===== src/rtl/fpu_issue_pkg.sv =====
// fpu_issue_pkg: definitions shared by the FPU issue block and its bench.
//   FPU_OP_W / FPU_RD_W : default opcode and register-index widths
//   FPU_OP_NOP / FPU_OP_FADD : FPU opcode encodings (0 is never issued)
//   state_t : issue state machine encoding
package fpu_issue_pkg;

  localparam int FPU_OP_W = 4;
  localparam int FPU_RD_W = 5;

  localparam logic [FPU_OP_W-1:0] FPU_OP_NOP  = 4'd0;
  localparam logic [FPU_OP_W-1:0] FPU_OP_FADD = 4'd1;

  typedef enum logic [1:0] {
    IDLE  = 2'd0,
    ISSUE = 2'd1,
    ARMED = 2'd2,
    DONE  = 2'd3
  } state_t;

endpackage


===== src/rtl/fpu_issue.sv =====
// fpu_issue: requester side of the FPU handshake. It takes one FP operation
// from the pipeline, holds opcode and operands steady on the FPU until the
// FPU reports ready, then emits a one-cycle writeback to the FP register file.
//
// Ports
//   clk, rstn                  clock, synchronous active-low reset
//   req_valid/req_ready        pipeline request handshake (ready only in IDLE)
//   req_op/req_a/req_b/req_rd  opcode, operands, destination (sampled on accept)
//   fpu_ctl/fpu_x1/fpu_x2      opcode and operands to the FPU (ctl=0 when idle)
//   fpu_y/fpu_ready            FPU result and level-type result-valid
//   wb_valid/wb_rd/wb_data     one-cycle writeback strobe, index, value
//   busy                       an operation is outstanding (pipeline stall)
//   err                        timeout abort pulse (FPU_ISSUE_TIMEOUT_EN only)
//
// Build option
//   FPU_ISSUE_TIMEOUT_EN : when defined, adds the TIMEOUT parameter, an ARMED
//   cycle counter and the err output; ARMED aborts after TIMEOUT cycles
//   without fpu_ready. When undefined, ARMED waits indefinitely.
module fpu_issue
  import fpu_issue_pkg::*;
#(
  parameter int OP_W = FPU_OP_W,
  parameter int RD_W = FPU_RD_W
`ifdef FPU_ISSUE_TIMEOUT_EN
  ,
  parameter int TIMEOUT = 16
`endif
) (
  input  logic            clk,
  input  logic            rstn,
  input  logic            req_valid,
  output logic            req_ready,
  input  logic [OP_W-1:0] req_op,
  input  logic [31:0]     req_a,
  input  logic [31:0]     req_b,
  input  logic [RD_W-1:0] req_rd,
  output logic [OP_W-1:0] fpu_ctl,
  output logic [31:0]     fpu_x1,
  output logic [31:0]     fpu_x2,
  input  logic [31:0]     fpu_y,
  input  logic            fpu_ready,
  output logic            wb_valid,
  output logic [RD_W-1:0] wb_rd,
  output logic [31:0]     wb_data,
  output logic            busy
`ifdef FPU_ISSUE_TIMEOUT_EN
  ,
  output logic            err
`endif
);

  state_t          state;
  state_t          state_next;
  logic [RD_W-1:0] rd_q;
  logic            accept;
  logic            result_hit;
  logic            timeout_hit;

  // A request with opcode 0 is consumed as a no-op: it never leaves IDLE.
  assign accept     = req_ready && req_valid && (req_op != '0);
  // fpu_ready is only trusted in ARMED; in ISSUE it may still be the
  // previous op's level-high ready.
  assign result_hit = (state == ARMED) && fpu_ready;

  // ---------------------------------------------------------------------
  // State register
  // ---------------------------------------------------------------------
  // NOTE: sequential state is written with non-blocking assignments so every
  // flop samples the pre-edge values regardless of process ordering.
  always_ff @(posedge clk) begin
    if (!rstn) begin
      state <= IDLE;
    end else begin
      state <= state_next;
    end
  end

  // ---------------------------------------------------------------------
  // Next-state logic
  // ---------------------------------------------------------------------
  // NOTE: state_next gets a default before the case so no path leaves it
  // unassigned, which would otherwise infer a latch.
  always_comb begin
    state_next = state;
    unique case (state)
      IDLE:    if (accept) state_next = ISSUE;
      ISSUE:   state_next = ARMED;
      ARMED: begin
        if (result_hit)       state_next = DONE;
        else if (timeout_hit) state_next = IDLE;
      end
      DONE:    state_next = IDLE;
      default: state_next = IDLE;
    endcase
  end

  // ---------------------------------------------------------------------
  // Output logic: the pipeline may only hand over a request in IDLE.
  // ---------------------------------------------------------------------
  always_comb begin
    req_ready = 1'b0;
    if (state == IDLE) req_ready = 1'b1;
  end

  // ---------------------------------------------------------------------
  // Datapath registers. Operands are only loaded on acceptance, so they
  // cannot move while fpu_ctl is nonzero.
  // ---------------------------------------------------------------------
  always_ff @(posedge clk) begin
    if (!rstn) begin
      fpu_ctl  <= '0;
      fpu_x1   <= '0;
      fpu_x2   <= '0;
      rd_q     <= '0;
      wb_valid <= 1'b0;
      wb_rd    <= '0;
      wb_data  <= '0;
      busy     <= 1'b0;
    end else begin
      // High exactly for the DONE cycle.
      wb_valid <= result_hit;

      if (accept) begin
        fpu_ctl <= req_op;
        fpu_x1  <= req_a;
        fpu_x2  <= req_b;
        rd_q    <= req_rd;
        busy    <= 1'b1;
      end

      if (result_hit) begin
        wb_data <= fpu_y;
        wb_rd   <= rd_q;
        fpu_ctl <= '0;
      end

      if (state == DONE) busy <= 1'b0;

      // Abort: release the FPU and the pipeline without a writeback.
      if (timeout_hit) begin
        fpu_ctl <= '0;
        busy    <= 1'b0;
      end
    end
  end

`ifdef FPU_ISSUE_TIMEOUT_EN
  // ---------------------------------------------------------------------
  // Timeout: tmo_cnt holds the number of completed ARMED cycles. The abort
  // fires in the ARMED cycle that would bring it to TIMEOUT; a result seen
  // in that same cycle takes priority through result_hit.
  // ---------------------------------------------------------------------
  localparam int CNT_W = (TIMEOUT > 1) ? $clog2(TIMEOUT) : 1;

  logic [CNT_W-1:0] tmo_cnt;

  assign timeout_hit = (state == ARMED) && !fpu_ready &&
                       (tmo_cnt == CNT_W'(TIMEOUT - 1));

  always_ff @(posedge clk) begin
    if (!rstn) begin
      tmo_cnt <= '0;
      err     <= 1'b0;
    end else begin
      err <= timeout_hit;
      if (accept) begin
        tmo_cnt <= '0;
      end else if (state == ARMED) begin
        tmo_cnt <= tmo_cnt + 1'b1;
      end
    end
  end
`else
  assign timeout_hit = 1'b0;
`endif

endmodule


===== config.mk =====
export PLATFORM = sky130hd
export DESIGN_NAME = fpu_issue
export DESIGN_NICKNAME = d
export VERILOG_FILES = /design/src/rtl/fpu_issue_pkg.sv /design/src/rtl/fpu_issue.sv
export SDC_FILE = /design/constraint.sdc
export NUM_CORES = 1
export LEC_CHECK = 0
export CAP_MARGIN = 20
export CORE_UTILIZATION = 39
export CTS_CLUSTER_SIZE = 40
export DETAILED_ROUTE_END_ITERATION = 8
export PLACE_DENSITY = 0.76
export SLEW_MARGIN = 15
export SYNTH_ARGS = -nofsm -noshare
export SYNTH_HDL_FRONTEND = slang
export SYNTH_SLANG_ARGS = --single-unit

===== constraint.sdc =====
create_clock -name clk -period 1.65 [get_ports clk]
set_input_delay 0.33 -clock clk [delete_from_list [all_inputs] [get_ports clk]]
set_output_delay 0.33 -clock clk [all_outputs]
set_load 0.03 [all_outputs]

==> results by group <==
Status
  • Result of the run: finished clean

Detailed routing
  • Detailed-router iteration count before antenna repair: 4
  • DR iter-0 viols: 333
  • Detail Route Antenna Nets: 0
  • WL per Instance: 16.18 um
  • Routed length on met1: roughly 5.5 mm
  • Detail-routed via count per cell: 5.282
  • Wire length reported by the detailed router: about 13 mm
  • Drt drc: 0
  • Vias: 4247
  • Met3 wire length: 1.076 mm
  • Top Layer Used: met4
  • Length of routed met2 wiring: 6.339 mm

Synthesis
  • Synth top area share: 55.31%
  • Synthesized net count: 554
  • Most numerous cell types in the synthesized netlist: dfxtp_1, a21oi_1, o21ai_0
  • Most instantiated library cell after synthesis: dfxtp_1
  • Largest cells by area after synthesis: dfxtp_1, a21oi_1, o21ai_0, nand3_1, a22o_1
  • Count of flip-flops with a built-in enable after synthesis: 0
  • Yosys warns: 0
  • Async S/R FF share, synth: 0%
  • Mean Syn Cell Area: 9.357 um2
  • Post-synthesis instance area: 0.004126 mm2
  • Sequential fraction of the synthesis area: between 50% and 60%
  • Ys flop type: dfxtp_1
  • Flip-flop and latch count after synthesis: 114
  • Library cells used by synthesis: 26
  • Gate count after technology mapping: 441
  • Largest area contributor in the netlist: dfxtp_1

Floorplanning
  • Core Footprint: 0.01028 mm2
  • Vert. Die Dim: about 100 um
  • Die width: approximately 100 um
  • Number of top-level design ports: 217
  • Row count: 37
  • Effective utilization at floorplan: 40.15%
  • Die Outline Area: about 0.011 mm2

Layout
  • Nets: 768
  • Area Growth Syn to Fin: 68.71%
  • Final core area utilization: 67.74%
  • Fraction of final layout cells with drive strength greater than 1: 10.48%
  • Diodes inserted: 0

CTS
  • Num CTS Buffers: 17
  • Number of H-tree levels: 4
  • Clock root buffer: clkbuf_8
  • Maximum clock insertion buffer count: 2
  • Worst-skew pair later-pin latency: 0.50 ns
  • Clock-pin slew reported for the worst setup and hold paths after clock tree synthesis: 0.06 ns
  • Total setup buffers inserted after CTS: 0
  • Hold bufs inserted after CTS: 0
  • Post-CTS sizing: 111
  • TritonCTS clock tree: done
  • Number of clock sinks seen by CTS: 114

Placement
  • Final GP Congestion: a little under 0.8
  • Final HPWL from detailed placement: about 9 mm
  • Count of input and output buffers: ~220

Global route
  • Overall fraction of global-route tracks in use: a little under a quarter
  • Global-route wire length before repair: 20.36 mm
  • Antenna violations before repair: 0
  • Vias in the first global route: 4098
  • Gr ovfl total: 0
  • Largest net degree at the start of global routing: 54

Power
  • Share of total power in the clock network: 33.5%
  • Share of total power in combinational logic: 32.7%
  • Net switching power: between 3 and 4 mW
  • Switching fraction of total power: 35.49%
  • Leakage Power: 3.035 nW
  • Seq pwr share: 33.8%
  • P_int: 6.473 mW
  • PwrDens: 1441 mW/mm2
  • Max IR drop VDD: approximately 0.0008 V

Worst hold path
  • Worst hold-check path type: primary input to flop

Timing
  • Worst Hold Margin: 0.3911 ns
  • Worst-case clock skew: 0.009006 ns
  • Final Hold Vio Count: 0
  • Headroom to the max-slew limit: 75.36%
  • Final Cycle Share: 97.52%
  • Peak Freq: 621.5 MHz
  • Slew Viols, Final: 0
  • Unrepaired setup endpoints after global routing: no
  • Setup-failing EPs final: 0
  • Clock period minus final worst setup slack: 1.609 ns
  • Worst Max-Slew Pin Slew: 0.3648 ns

Setup path
  • Element type at the critical path start: flop
  • Kind of end point of the critical path: primary output
  • Data required time at the worst endpoint: 1.32 ns
  • Worst path max stage delay: 0.46 ns
  • Dominant delay contributor by cell family on the critical path: buffers and inverters
  • Slowest library cell on the worst path: dlygate4sd2_1
  • CP cell instances: dlygate4sd2_1
  • Max FO, Critical Path: 2
  • Crit path buffers/inverters: 1
  • Data arrival time at the worst-slack endpoint: 1.28 ns
  • Critical path type: flop to primary output

Run
  • Max capacitance violation total: 0
-- registers in the layout, indices dropped and copies added (netlist names) --
| name | cells |
|---|---|
| busy | 1 |
| fpu_ctl | 4 |
| fpu_x1 | 32 |
| fpu_x2 | 32 |
| rd_q | 5 |
| state | 2 |
| wb_data | 32 |
| wb_rd | 5 |
| wb_valid | 1 |
-- logic make-up after synthesis --
kind of cell | after synthesis | synth area share, %
AOI/OAI and AO/OA | 189 | 26.80
muxes | 1 | 0.2426
adders and majority gates | 4 | 1.213
DFF | 114 | 55.31
and+or+nand+nor | 84 | 10.19
buffers and inverters | 49 | 6.247
-- path summary, 6_finish.rpt --
check | startpoint | end | slack, ns | cells after the start
worst max-delay path | fpu_x1[9]$_SDFFE_PN0P_ | fpu_x1[9] | 0.04 | 1
worst min-delay path | req_a[22] | fpu_x1[22]$_SDFFE_PN0P_ | 0.39 | 3
worst max register to register | state[0]$_SDFFE_PN0P_ | fpu_x1[10]$_SDFFE_PN0P_ | 0.22 | 6
worst min register to register | rd_q[3]$_SDFFE_PN0P_ | wb_rd[3]$_SDFFE_PN0P_ | 0.46 | 1
-- stage by stage --
| step | power, mW | setup slack [ns] | instance area (um2) | TNS [ns] | cells |
|---|---|---|---|---|---|
| after global placement | 6.846 | -0.3501 | 6525 | -23.84 | 772 |
| after detailed placement | 6.955 | -0.4141 | 6525 | -27.79 | 772 |
| after global routing | 10.52 | 0.001437 | 6962 | 0 | 804 |
| after CTS | 10.11 | 0.004869 | 6954 | 0 | 804 |
| final | 10.04 | 0.04097 | 6962 | 0 | 804 |
| after floorplan | 5.377 | 0.03336 | 4129 | 0 | 441 |
-- layout by cell type, fill, tap and decap left out, types with 3 or more instances in the layout --
cell type        instances
nand2_1                  8
dfxtp_1                112
o21ai_0                 73
nand3_1                 69
clkinvlp_4               6
inv_2                    3
clkbuf_16               16
buf_4                   15
clkdlybuf4s15_1          3
dlygate4sd2_1          104
clkdlybuf4s50_1        108
buf_12                   9
a21oi_1                 73
clkinv_2                 3
a22o_1                  37
ha_1                     3
-- power by group through the flow --
stage,Sequential [mW],Combinational [mW],Clock (mW)
floorplan,4.18,1.19,0
global placement,3.43,3.42,0
detailed placement,3.45,3.50,0
CTS,3.39,3.29,3.43
global route,3.45,3.52,3.56
finish,3.39,3.28,3.36
-- final cells by class --
cell class / count / area, um2
Sequential cell: 114 / 2285
Clock inverter: 15 / 136.4
Timing Repair Buffer: 240 / 2326
Inverter: 4 / 15.01
Fill cell: 862 / 3316
Tap cell: 136 / 170.2
Multi-Input combinational cell: 278 / 1615
Clock buffer: 17 / 414.1
-- layer usage --
metal,GRT usage [%],vias to the layer above
met5,0,-
met4,8.048,0
met3,8.172,8
met2,39.83,169
met1,27.14,2031
li1,-,2039
Power figures use the tool's default switching activity.
